==> config.mk <==
export PLATFORM = sky130hd
export DESIGN_NAME = simplez_kbd_rx
export DESIGN_NICKNAME = d
export VERILOG_FILES = /design/src/rtl/simplez_kbd_rx.sv
export SDC_FILE = /design/constraint.sdc
export NUM_CORES = 1
export LEC_CHECK = 0
export BUFFER_PORTS_ARGS = -buffer_cell sky130_fd_sc_hd__buf_2
export CAP_MARGIN = 20
export CORE_MARGIN = 10
export CORE_UTILIZATION = 40
export CTS_BUF_LIST = sky130_fd_sc_hd__clkbuf_8 sky130_fd_sc_hd__clkbuf_16
export CTS_CLUSTER_SIZE = 12
export DETAILED_ROUTE_END_ITERATION = 6
export HOLD_SLACK_MARGIN = 0.12
export PLACE_DENSITY = 0.58
export SYNTH_ARGS = -nofsm -noshare
export SYNTH_HDL_FRONTEND = slang
export SYNTH_SLANG_ARGS = --single-unit
==> constraint.sdc <==
create_clock -name clk -period 4.67 [get_ports clk]
set_input_delay 0.2335 -clock clk [delete_from_list [all_inputs] [get_ports clk]]
set_output_delay 0.2335 -clock clk [all_outputs]
set_load 0.01 [all_outputs]
==> src/rtl/simplez_kbd_rx.sv <==
// Keyboard-side UART 8N1 receiver for the simplez CPU bus.
// Polled status word plus data word. Reading the data word clears all flags.
module simplez_kbd_rx #(
  parameter int unsigned BAUD_DIV    = 104,
  parameter logic [8:0]  ADDR_STATUS = 9'd508,
  parameter logic [8:0]  ADDR_DATA   = 9'd509
) (
  input  logic        clk,
  input  logic        rstn,
  input  logic [8:0]  addr,
  input  logic        rd,
  output logic [11:0] dout,
  input  logic        rx,
  output logic        rx_led
);

  localparam int unsigned   CW   = $clog2(BAUD_DIV);
  localparam logic [CW-1:0] HALF = CW'(BAUD_DIV / 2 - 1);
  localparam logic [CW-1:0] FULL = CW'(BAUD_DIV - 1);

  typedef enum logic [1:0] {IDLE, START, DATA, STOP} state_t;

  state_t        state, state_n;
  logic [CW-1:0] cnt, cnt_n;
  logic [2:0]    bit_idx, bit_idx_n;
  logic [7:0]    shift, shift_n;
  logic [7:0]    hold, hold_n;
  logic          ready, ready_n;
  logic          ovr, ovr_n;
  logic          ferr, ferr_n;
  logic          wait_high, wait_high_n;
  logic [11:0]   dout_n;
  logic          sync1, rxs;
  logic          status_rd, data_rd;

  always_ff @(posedge clk) begin
    if (!rstn) begin
      sync1     <= 1'b1;
      rxs       <= 1'b1;
      state     <= IDLE;
      cnt       <= '0;
      bit_idx   <= '0;
      shift     <= '0;
      hold      <= '0;
      ready     <= 1'b0;
      ovr       <= 1'b0;
      ferr      <= 1'b0;
      wait_high <= 1'b0;
      dout      <= '0;
    end else begin
      sync1     <= rx;
      rxs       <= sync1;
      state     <= state_n;
      cnt       <= cnt_n;
      bit_idx   <= bit_idx_n;
      shift     <= shift_n;
      hold      <= hold_n;
      ready     <= ready_n;
      ovr       <= ovr_n;
      ferr      <= ferr_n;
      wait_high <= wait_high_n;
      dout      <= dout_n;
    end
  end

  always_comb begin
    state_n     = state;
    cnt_n       = cnt;
    bit_idx_n   = bit_idx;
    shift_n     = shift;
    hold_n      = hold;
    ready_n     = ready;
    ovr_n       = ovr;
    ferr_n      = ferr;
    wait_high_n = wait_high;

    status_rd = rd && (addr == ADDR_STATUS);
    data_rd   = rd && (addr == ADDR_DATA);

    if (status_rd)    dout_n = {9'b0, ferr, ovr, ready};
    else if (data_rd) dout_n = {4'b0, hold};
    else              dout_n = '0;

    // Clear first so that a same-edge commit or framing error overrides it.
    if (data_rd) begin
      ready_n = 1'b0;
      ovr_n   = 1'b0;
      ferr_n  = 1'b0;
    end

    case (state)
      IDLE: begin
        if (wait_high) begin
          if (rxs) wait_high_n = 1'b0;
        end else if (!rxs) begin
          cnt_n   = HALF;
          state_n = START;
        end
      end
      START: begin
        if (cnt != '0) begin
          cnt_n = cnt - 1'b1;
        end else if (!rxs) begin
          bit_idx_n = '0;
          cnt_n     = FULL;
          state_n   = DATA;
        end else begin
          state_n = IDLE;
        end
      end
      DATA: begin
        if (cnt != '0) begin
          cnt_n = cnt - 1'b1;
        end else begin
          shift_n   = {rxs, shift[7:1]};
          cnt_n     = FULL;
          bit_idx_n = bit_idx + 1'b1;
          if (bit_idx == 3'd7) state_n = STOP;
        end
      end
      STOP: begin
        if (cnt != '0) begin
          cnt_n = cnt - 1'b1;
        end else begin
          state_n = IDLE;
          if (rxs) begin
            hold_n  = shift;
            ready_n = 1'b1;
            if (ready && !data_rd) ovr_n = 1'b1;
          end else begin
            ferr_n      = 1'b1;
            wait_high_n = 1'b1;
          end
        end
      end
      default: state_n = IDLE;
    endcase
  end

  assign rx_led = ready;

endmodule

Word level (Yosys, flattened, before mapping)
Cells that the tools add are included.
- register bits: 46
- bits of input ports: 13
- output and inout port bits: 13
- word-level logic and storage cells: 90
- add/sub/neg operators: 2
- equal/unequal tests: 16
- mux-type cells: 39
- bitwise gates (word level): 3
- reductions and logical operators: 16
- operators by type and width (kind ; count):
    7-bit two-way mux ; 6
    7-bit one-hot mux with 4 select lines ; 1
    9-bit equality test (second input constant) ; 2
    2-bit != test (second input constant) ; 9
    1-bit two-way mux ; 17
    3-bit two-way mux ; 5
    2-bit two-way mux ; 7
    2-bit one-hot mux with 4 select lines ; 1
    4-bit AND reduction ; 2
    7-bit nonzero test ; 1
    7-bit by 1-bit subtractor with 7-bit output (second input constant) ; 1
    3-bit one-hot mux with 2 select lines ; 1
    3-bit AND reduction ; 2
    6-bit AND reduction ; 1
    2-bit equality test (second input constant) ; 2
    2-bit nonzero test ; 2
    3-bit by 1-bit adder with 3-bit output (second input constant) ; 1
    3-bit equality test (second input constant) ; 1
    1-bit logical AND ; 3
    3-bit != test (second input constant) ; 1
    1-bit NOT ; 3
    3-bit OR reduction ; 1
    2-bit by 1-bit equality test with 1-bit output (second input constant) ; 1
    2-bit logical NOT ; 1
    other kinds (4) ; 4

Logic depth before layout (Yosys ltp)
Gate-level depths: netlist of run 1.
- depth after elaboration: 8
- mapped depth: 7
- depth with buffers taken out: 6

Least setup slack after synthesis of run 1
Ideal clock, no wire load.
- kind: register to register
- from: reg cnt[0]
- to: reg with a tool-made name
- data arrival time: 1.568 ns
- data required time: 4.598 ns
- slack: 3.030 ns
- cell stages (with the launch flop): 8
- buffers on the path: 1
- period minus slack after synthesis: 1.640 ns
- path through: dfxtp_1 inv_1 ha_1 nor2b_1 buf_2 a31oi_1 a211oi_1 mux2i_1
- RTL lines (item ; line ; text):
    start, declared ; 24 ; logic [CW-1:0] cnt, cnt_n;
    start signal, assigned ; 54 ; cnt <= cnt_n;

Worst setup path after layout of run 1
- from: reg cnt[0]
- to: reg hold[0]
- cells in the longest elaborated chain, start to end: 3
- RTL lines (item ; line ; text):
    7-bit nonzero test ; 122 ; if (cnt != '0) begin
    1-bit NOT (no line) ; n/a ;
    3-bit AND reduction (no line) ; n/a ;
    end signal, assigned ; 57 ; hold <= hold_n;
    end, declared ; 27 ; logic [7:0] hold, hold_n;
No other way between the ends.
A chain may end at the register's enable or synchronous reset.

==> reports/results.tsv, run 1 <==
stage	metric	value	unit
outcome	status	finished, final reports clean	
setup_path	required	4.82	ns
sta	finClkSkew	0.00428	ns
place	place.port_buffers	21	
sta	worst_pin_slew	0.912	ns
cells_and_area	final_cell_area	0.00219	sq mm
clock_tree	cts_tree	yes	
route	first_pass_iters	4	
sta	rsz0062_at_grt	false	
synthesis	netlist_area	0.00198	sq mm
sta	hold_viol_final	0	
clock_tree	clock_sinks	42	
setup_path	critPathSlowestCell	nor2b_1	
route	vias	1467	
route	via_per_inst	4.99	
sta	fin_crit_sh	50.8	%
setup_path	cp_cell_sequence	inv_1, ha_1, nor2b_1, and4_2, mux2i_1, nor2_1	
power_and_ir_drop	powerDensity	370	mW/mm^2
floorplan	die_area	0.00815	sq mm
floorplan	design.core.area	0.00475	sq mm
route	final_antenna_net_count	0	
place	dp_hpwl	2.68	mm
cells_and_area	n_antenna_cell	0	
synthesis	synth_area_per_cell	9.55	sq um
route	drtIter0Drc	77	
synthesis	synth_edf_count	0	
setup_path	worst_setup_path_end_kind	flop	
cells_and_area	final_nets	248	
floorplan	start_util	41.6	%
floorplan	io-pin-count	26	
synthesis	synth_ff_type	dfxtp_1	
setup_path	max_stage_delay	0.73	ns
setup_path	crit_path_max_fanout	12	
cells_and_area	final-instance-count-excl-fill	294	
route	drc	0	
setup_path	crit_type	flop to flop	
floorplan	die_x	90.3	microns
place	placed_cells	285	
sta	fmax	422	MHz
floorplan	dieHeight	90.3	microns
place	placed_area	0.00209	sq mm
route	routed_wl	3.82	mm
route	wl_per_cell	13.0	microns
sta	fin_setup_tns	0	ns
synthesis	synthDistinctLibCells	46	
hold_path	hold_class	primary input to flop	
power_and_ir_drop	p_leak	0.000946	uW
sta	slew_violations	0	
place	place_congestion	0.783	
grt	antenna_found_initial	0	
grt	grt_pass1_wl	6.99	mm
synthesis	syn_inst	207	
grt	grt_start_max_net_pins	26	
sta	period_needed	2.37	ns
synthesis	yosys_warnings	0	
power_and_ir_drop	peakVddDrop	0.000175	V
grt	grt_overflow	0	
clock_tree	cts_resized	0	
run	maxCapViolations	0	
floorplan	placementRows	25	
sta	finalSetupViolations	0	
cells_and_area	post-route-util	46.0	%
clock_tree	cts.reportedPaths.clkPinSlew	0.08	ns
clock_tree	clk_path_buf_depth	2	
synthesis	synthArstFlopShare	0	%
clock_tree	htree_levels	2	
sta	whs	0.277	ns
cells_and_area	area_growth	10.7	%
cells_and_area	multi_input_comb_area	0.00102	sq mm
grt	grtUsageTotal	10.1	%
clock_tree	root_buffer	clkbuf_8	
setup_path	crit_arrival	2.52	ns
grt	grt_pass1_vias	1483	
sta	relSlewSlack	39.1	%
clock_tree	clk_latency	0.29	ns
cells_and_area	drive_gt1_share	17.2	%
synthesis	yosysSeqAreaShare	42.5	%
cells_and_area	seqCellArea	841	sq um
setup_path	worstSetupStartpointType	flop	
cells_and_area	num-fill-cells	482	
synthesis	synth_seq_cells	42	
clock_tree	cts_buffers	5	
==> layer usage <==
metal / global-route usage (%) / routed length, microns / vias up
met4: 3.18 / 44 / 0
li1: - / - / 760
met3: 3.57 / 212 / 5
met5: 0 / 0 / -
met2: 14.9 / 1580 / 31
met1: 13.3 / 1980 / 671
==> what timing repair did <==
action,4_1_cts,5_1_grt
setup buffers,0,0
setup endpoints to repair,0,0
hold endpoints to repair,1,0
hold buffers,1,0
==> path summary, 6_finish.rpt <==
kind	from	depth (start not counted)	slack, ns	endpoint
worst max-delay path	cnt[0]$_SDFFE_PN0P_	6	2.30	hold[0]$_SDFFE_PN0P_
worst min-delay path	rstn	2	0.28	rxs$_SDFF_PN1_
worst max register to register	cnt[0]$_SDFFE_PN0P_	6	2.30	hold[0]$_SDFFE_PN0P_
worst min register to register	sync1$_SDFF_PN1_	1	0.41	rxs$_SDFF_PN1_
==> power breakdown <==
group,internal [uW],total [uW],switching (uW)
sequential,371,390,18.8
combinational,72.4,186,113
clock,117,235,118
==> registers in the layout, summed over array words and instances, names as in the netlist, 3 cells and up, named ones only <==
name	cells
bit_idx	3
shift	8
hold	8
cnt	7
dout	8
==> synthesized netlist by cell type, types with 5 or more instances <==
master | n | area share [%]
nand3_1 | 6 | 1.5
nand2_1 | 9 | 1.7
inv_1 | 10 | 1.9
a21oi_1 | 12 | 3.0
ha_1 | 9 | 5.7
dfxtp_1 | 42 | 43
clkbuf_1 | 5 | 0.95
and2_1 | 6 | 1.9
nor2_1 | 22 | 4.2
mux2i_1 | 18 | 9.1
==> layout make-up <==
class	count	share of cell area, %
multi-input combinational	145	46.6
sequential	42	38.4
timing repair buffer	22	5.26
tap	67	3.83
clock buffer	6	3.77
inverter	10	1.72
clock inverter	2	0.400
==> worst max-delay path, delay by kind of cell (launching register included) <==
| kind | cells | cell delay, ns |
|---|---|---|
| buffers and inverters | 1 | 0.12 |
| DFF | 1 | 0.35 |
| adders and majority gates | 1 | 0.18 |
| and+or+nand+nor | 3 | 1.34 |
| muxes | 1 | 0.24 |
==> metrics by stage <==
stage          total power (uW)  setup slack, ns
3_3_place_gp                584             2.34
3_5_place_dp                583             2.30
5_1_grt                     866             2.04
4_1_cts                     822             2.27
6_report                    810             2.30
2_1_floorplan               560             3.03
==> kinds of logic (layout without fill, tap and decap cells) <==
logic type                 after synthesis  in the layout  share of synthesized area [%]
other                                    1              4                          0.190
buffers and inverters                   23             40                           6.46
and+or+nand+nor                         68             68                           19.1
AOI/OAI and AO/OA                       46             46                           16.9
muxes                                   18             18                           9.11
DFF                                     42             42                           42.5
adders and majority gates                9              9                           5.70
==> placed cells by master, fill, tap and decap left out, types with 3 or more instances in the layout <==
cell      instances
a211oi_1          3
a21o_1            4
a21oi_1          12
a22o_1            4
a31oi_1           3
and2_1            6
buf_2            21
clkbuf_8          6
conb_1            4
dfxtp_1          42
ha_1              9
inv_1            11
mux2i_1          18
nand2_1           9
nand2b_1          3
nand3_1           6
nor2_1           22
nor2b_1           4
nor3_1            3
o21a_1            3
o21ai_0           4
Note: power is estimated with default switching activity, not from simulation.
==> inputs of run 2 (changes only) <==
--- a/config.mk
+++ b/config.mk
@@ -13,7 +13,7 @@
 export CTS_CLUSTER_SIZE = 12
 export DETAILED_ROUTE_END_ITERATION = 6
 export HOLD_SLACK_MARGIN = 0.12
-export PLACE_DENSITY = 0.58
+export PLACE_DENSITY = 0.6
 export SYNTH_ARGS = -nofsm -noshare
 export SYNTH_HDL_FRONTEND = slang
 export SYNTH_SLANG_ARGS = --single-unit
==> constraint.sdc (replaced) <==
create_clock -name clk -period 1.95 [get_ports clk]
set_input_delay 0.0975 -clock clk [delete_from_list [all_inputs] [get_ports clk]]
set_output_delay 0.0975 -clock clk [all_outputs]
set_load 0.01 [all_outputs]
==> reports/results.tsv, run 2 (synthesized netlist as in run 1, its figures left out) <==
stage	metric	value	unit	change
outcome	status	finished, final reports clean		unchanged
grt	antenna_found_initial	0		unchanged
sta	hold_viol_final	0		unchanged
power_and_ir_drop	powerDensity	892	mW/mm^2	was 370 mW/mm^2
floorplan	placementRows	25		unchanged
grt	grt_start_max_net_pins	20		was 26
floorplan	dieHeight	90.3	microns	unchanged
setup_path	required	2.15	ns	was 4.82 ns
route	first_pass_iters	4		unchanged
floorplan	die_x	90.3	microns	unchanged
sta	rsz0062_at_grt	false		unchanged
power_and_ir_drop	p_sw	641	uW	was 250 uW
route	routed_wl	3.87	mm	was 3.82 mm
sta	slew_violations	0		unchanged
power_and_ir_drop	seq_power_share	46.1	%	was 48.1%
sta	finalSetupViolations	0		unchanged
power_and_ir_drop	peakVddDrop	0.000428	V	was 0.000175 V
sta	fmax	568	MHz	was 422 MHz
clock_tree	cts.reportedPaths.clkPinSlew	0.08	ns	about the same
sta	period_needed	1.76	ns	was 2.37 ns
floorplan	die_area	0.00815	sq mm	unchanged
sta	finClkSkew	0.00387	ns	was 0.00428 ns
route	vias	1487		was 1,467
setup_path	critPathSlowestCell	dfxtp_2		was nor2b_1
cells_and_area	top_regs	dout x8, hold x8, shift x8		unchanged
place	place_congestion	0.859		was 0.783
hold_path	hold_class	primary input to flop		unchanged
floorplan	io-pin-count	26		unchanged
run	maxCapViolations	0		unchanged
grt	grt_pass1_wl	6.71	mm	was 6.99 mm
sta	fin_setup_tns	0	ns	unchanged
clock_tree	cts_buffers	5		unchanged
clock_tree	root_buffer	clkbuf_8		unchanged
grt	grt_overflow	0		unchanged
route	drc	0		unchanged
place	pre_cts_slack	0.0807	ns	was 2.30 ns
setup_path	path_common_cell	buf_4		
power_and_ir_drop	switching_share	31.9	%	was 30.9%
cells_and_area	final_cell_mix	41 x dfxtp_1, 22 x nor2_1, 21 x buf_2		was 42 x dfxtp_1, 22 x nor2_1, 21 x buf_2
power_and_ir_drop	p_int	1370	uW	was 560 uW
clock_tree	htree_levels	2		unchanged
power_and_ir_drop	clockPowerShare	28.0	%	was 29.0%
clock_tree	clock_sinks	42		unchanged
setup_path	crit_type	flop to flop		unchanged
cells_and_area	final_nets	255		was 248
cells_and_area	final-instance-count-excl-fill	301		was 294
grt	grt_pass1_vias	1442		was 1,483
place	dp_hpwl	2.82	mm	was 2.68 mm
setup_path	crit_arrival	1.96	ns	was 2.52 ns
place	placed_cells	292		was 285
sta	finalWorstSetupSlack	0.191	ns	was 2.30 ns
grt	grtUsageTotal	9.73	%	was 10.1%
cells_and_area	post-route-util	47.4	%	was 46.0%
cells_and_area	area_growth	14.1	%	was 10.7%
cells_and_area	final_common_cell	dfxtp_1		unchanged
setup_path	max_stage_delay	0.34	ns	was 0.73 ns
route	final_antenna_net_count	0		unchanged
route	via_per_inst	4.94		was 4.99
floorplan	design.core.area	0.00475	sq mm	unchanged
cells_and_area	n_antenna_cell	0		unchanged
setup_path	crit_path_max_fanout	7		was 12
cells_and_area	drive_gt1_share	21.4	%	was 17.2%
place	place.port_buffers	21		unchanged
clock_tree	clk_latency	0.29	ns	about the same
route	drtIter0Drc	96		was 77
setup_path	cp_cell_sequence	inv_1, ha_1, nor2b_2, buf_4, buf_4, nand3_4, a21o_1, a221oi_2		was inv_1, ha_1, nor2b_1, and4_2, mux2i_1, nor2_1
route	wl_per_cell	12.9	microns	was 13.0 microns
power_and_ir_drop	comb_power_share	25.9	%	was 22.9%
cells_and_area	num-fill-cells	478		was 482
setup_path	worstSetupStartpointType	flop		unchanged
clock_tree	cts_tree	yes		unchanged
floorplan	start_util	41.6	%	unchanged
sta	fin_crit_sh	90.2	%	was 50.8%
setup_path	worst_setup_path_end_kind	flop		unchanged
power_and_ir_drop	p_leak	0.000982	uW	was 0.000946 uW
clock_tree	clk_path_buf_depth	2		unchanged
power_and_ir_drop	fin_total_pwr	2010	uW	was 810 uW
-- run 2: final timing paths --
path	startpoint	endpoint	slack, ns	cells past startpoint
worst max-delay path	cnt[0]$_SDFFE_PN0P_	cnt[0]$_SDFFE_PN0P_	0.19	8
worst min register to register	sync1$_SDFF_PN1_	rxs$_SDFF_PN1_	0.42	1
worst max register to register	cnt[0]$_SDFFE_PN0P_	cnt[0]$_SDFFE_PN0P_	0.19	8
worst min-delay path	rstn	sync1$_SDFF_PN1_	0.15	2
-- run 2: area by class of cell --
| cell class | instances | area (sq um) | share of cell area (%) |
|---|---|---|---|
| flip-flops and latches | 42 | 842 | 37.3 |
| inverters | 10 | 37.5 | 1.66 |
| well taps | 67 | 83.8 | 3.72 |
| repair buffers | 29 | 168 | 7.44 |
| multi-input cells | 145 | 1040 | 45.9 |
| clock inverters | 3 | 18.8 | 0.832 |
| clock buffers | 5 | 68.8 | 3.05 |
-- run 2: stage by stage --
| step | hold slack (ns) | area [sq um] |
|---|---|---|
| 2_1_floorplan | 0.171 | 1990 |
| 3_3_place_gp | 0.279 | 2140 |
| 3_5_place_dp | 0.281 | 2140 |
| 4_1_cts | 0.132 | 2240 |
| 5_1_grt | 0.153 | 2250 |
| 6_report | 0.148 | 2250 |
-- run 2: critical path, delay by kind of cell, from the launching register on --
family                   cells  cell delay, ns
AND/OR/NAND/NOR              2            0.30
flip-flops                   1            0.34
AO/OA/AOI/OAI                2            0.41
adder cells (fa/ha/maj)      1            0.19
buffers and inverters        3            0.43
-- run 2: timing repair --
| action | CTS | global route |
|---|---|---|
| hold buffers | 1 | 0 |
| resized for setup | 0 | 5 |
| setup buffers | 0 | 0 |
| endpoints found under the hold margin | 1 | 0 |
| setup endpoints to repair | 0 | 18 |
-- run 2: power by group through the flow --
stage	Sequential, uW	Clock [uW]	Combinational (uW)
after floorplan	941	0	401
after global placement	946	0	509
after detailed placement	947	0	505
after CTS	927	583	509
after global routing	935	616	580
final	927	562	521
-- run 2: per-layer routing --
layer	part of all wire, %	vias up	GRT usage (%)
met3	5.9	2	3.66
met2	41	36	14.5
met5	0	-	0
met1	53	678	12.7
li1	-	771	-
met4	0.49	0	2.79
==> inputs of run 3 (changes only) <==
--- a/config.mk
+++ b/config.mk
@@ -8,12 +8,12 @@
 export BUFFER_PORTS_ARGS = -buffer_cell sky130_fd_sc_hd__buf_2
 export CAP_MARGIN = 20
 export CORE_MARGIN = 10
-export CORE_UTILIZATION = 40
+export CORE_UTILIZATION = 45
 export CTS_BUF_LIST = sky130_fd_sc_hd__clkbuf_8 sky130_fd_sc_hd__clkbuf_16
 export CTS_CLUSTER_SIZE = 12
 export DETAILED_ROUTE_END_ITERATION = 6
 export HOLD_SLACK_MARGIN = 0.12
-export PLACE_DENSITY = 0.6
+export PLACE_DENSITY = 0.66
 export SYNTH_ARGS = -nofsm -noshare
 export SYNTH_HDL_FRONTEND = slang
 export SYNTH_SLANG_ARGS = --single-unit
==> reports/results.tsv, run 3 (synthesized netlist as in run 1, its figures left out) <==
stage	metric	value	unit	change
clock_tree	cts.reportedPaths.clkPinSlew	0.08	ns	about the same
hold_path	hold_class	primary input to flop		unchanged
sta	finClkSkew	0.0107	ns	was 0.00387 ns
grt	grt_start_max_net_pins	24		was 20
floorplan	placementRows	24		was 25
place	dp_hpwl	2.67	mm	was 2.82 mm
route	via_per_inst	5.20		was 4.94
setup_path	crit_type	flop to flop		unchanged
setup_path	reg2reg_to	hold[5]$_SDFFE_PN0P_		was cnt[0]$_SDFFE_PN0P_
setup_path	rr_worst_depth	6		was 8
run	maxCapViolations	0		unchanged
route	drc	0		unchanged
clock_tree	cts_buffers	5		unchanged
route	final_antenna_net_count	0		unchanged
grt	grt_pass1_wl	6.49	mm	was 6.71 mm
setup_path	worstSetupStartpointType	flop		unchanged
setup_path	worst-path-buf-inv	1		was 3
floorplan	dieHeight	86.3	microns	was 90.3 microns
floorplan	io-pin-count	26		unchanged
sta	finalSetupViolations	0		unchanged
place	placed_cells	276		was 292
route	first_pass_iters	4		unchanged
cells_and_area	post-route-util	52.2	%	was 47.4%
cells_and_area	final_common_cell	dfxtp_1		unchanged
power_and_ir_drop	powerDensity	948	mW/mm^2	was 892 mW/mm^2
setup_path	worst_setup_path_end_kind	flop		unchanged
hold_path	hold_path_startpoint	rstn		unchanged
floorplan	start_util	46.0	%	was 41.6%
sta	fmax	548	MHz	was 568 MHz
setup_path	crit_end	hold[5]$_SDFFE_PN0P_		was cnt[0]$_SDFFE_PN0P_
cells_and_area	drive_gt1_share	19.3	%	was 21.4%
power_and_ir_drop	peakVddDrop	0.000379	V	was 0.000428 V
setup_path	crit_path_max_fanout	10		was 7
route	drtIter0Drc	69		was 96
route	wl_per_cell	13.4	microns	was 12.9 microns
cells_and_area	final_cell_mix	42 x dfxtp_1, 22 x nor2_1, 21 x buf_2		was 41 x dfxtp_1, 22 x nor2_1, 21 x buf_2
place	place.port_buffers	21		unchanged
clock_tree	htree_levels	2		unchanged
clock_tree	clk_path_buf_depth	2		unchanged
setup_path	cp_num_cells	6		was 8
floorplan	die_area	0.00744	sq mm	was 0.00815 sq mm
clock_tree	clock_sinks	42		unchanged
sta	fin_crit_sh	93.7	%	was 90.2%
grt	grt_pass1_vias	1460		was 1,442
sta	slew_violations	0		unchanged
grt	grt_overflow	0		unchanged
setup_path	r2r_slack	0.12	ns	was 0.19 ns
grt	antenna_found_initial	0		unchanged
floorplan	design.core.area	0.00429	sq mm	was 0.00475 sq mm
floorplan	die_x	86.3	microns	was 90.3 microns
cells_and_area	final_nets	254		was 255
cells_and_area	top_regs	dout x8, hold x8, shift x8		unchanged
route	routed_wl	3.82	mm	was 3.87 mm
clock_tree	root_buffer	clkbuf_8		unchanged
place	place_congestion	0.806		was 0.859
outcome	status	finished, final reports clean		unchanged
sta	rsz0062_at_grt	false		unchanged
route	vias	1483		was 1,487
sta	fin_setup_tns	0	ns	unchanged
cells_and_area	final_cell_area	0.00224	sq mm	was 0.00225 sq mm
cells_and_area	area_growth	13.4	%	was 14.1%
setup_path	max_stage_delay	0.48	ns	was 0.34 ns
cells_and_area	n_antenna_cell	0		unchanged
setup_path	r2r-start	cnt[0]$_SDFFE_PN0P_		unchanged
grt	grtUsageTotal	10.2	%	was 9.73%
clock_tree	clk_latency	0.29	ns	about the same
clock_tree	cts_tree	yes		unchanged
setup_path	critPathSlowestCell	and4_2		was dfxtp_2
setup_path	crit_arrival	2.00	ns	was 1.96 ns
setup_path	crit_start	cnt[0]$_SDFFE_PN0P_		unchanged
sta	period_needed	1.83	ns	was 1.76 ns
sta	hold_viol_final	0		unchanged
setup_path	cp_cell_sequence	inv_1, ha_1, nor2b_1, and4_2, mux2i_1, nor2_1		was inv_1, ha_1, nor2b_2, buf_4, buf_4, nand3_4, a21o_1, a221oi_2
cells_and_area	final-instance-count-excl-fill	285		was 301
place	placed_area	0.00211	sq mm	was 0.00214 sq mm
setup_path	required	2.12	ns	was 2.15 ns
power_and_ir_drop	p_leak	0.000980	uW	was 0.000982 uW
cells_and_area	num-fill-cells	396		was 478
setup_path	cp_top_family	simple AND/OR/NAND/NOR gates		was buffers and inverters
[run 3: repair_timing]
action / in CTS / in global routing
endpoints found under the hold margin: 1 / 0
setup endpoints to repair: 0 / 3
setup buffers: 0 / 0
resized for setup: 0 / 1
hold buffers: 1 / 0
[run 3: layout make-up]
type                       count  area (sq um)  area share, %
clock inverter                 3          41.3           1.84
tap                           52          65.1           2.90
inverter                      10          37.5           1.67
sequential                    42           841           37.5
clock buffer                   5          68.8           3.07
timing repair buffer          28           160           7.14
multi-input combinational    145          1030           45.9
[run 3: worst register-to-register path, cell delays in order, from the launching register on]
cell and delay, ns:
dfxtp_1 0.35, inv_1 0.13, ha_1 0.20, nor2b_1 0.26
and4_2 0.48, mux2i_1 0.23, nor2_1 0.05
[run 3: how the worst min path moves through the flow]
stage                             to  slack, ns  cells past startpoint
finish              sync1$_SDFF_PN1_       0.15                      2
global placement    sync1$_SDFF_PN1_       0.28                      2
global route        sync1$_SDFF_PN1_       0.16                      2
detailed placement  sync1$_SDFF_PN1_       0.28                      2
floorplan             rxs$_SDFF_PN1_       0.17                      1
CTS                 sync1$_SDFF_PN1_       0.14                      2
[run 3: per-stage QoR]
stage          power [uW]  hold WS (ns)  setup WS (ns)
5_1_grt              2230         0.155         0.0103
3_3_place_gp         1450         0.279          0.163
3_5_place_dp         1450         0.281          0.108
6_report             2130         0.150          0.124
2_1_floorplan        1340         0.171          0.310
4_1_cts              2130         0.140         0.0849
[run 3: routing by layer]
layer	part of all wire [%]	track usage [%]
met3	6.7	3.75
met2	44	17.2
met5	0	0
met1	49	12.1
met4	1.0	2.65
[run 3: power breakdown]
group	total, uW	switching, uW	internal (uW)
clock	678	301	377
sequential	931	43.0	888
combinational	517	288	229
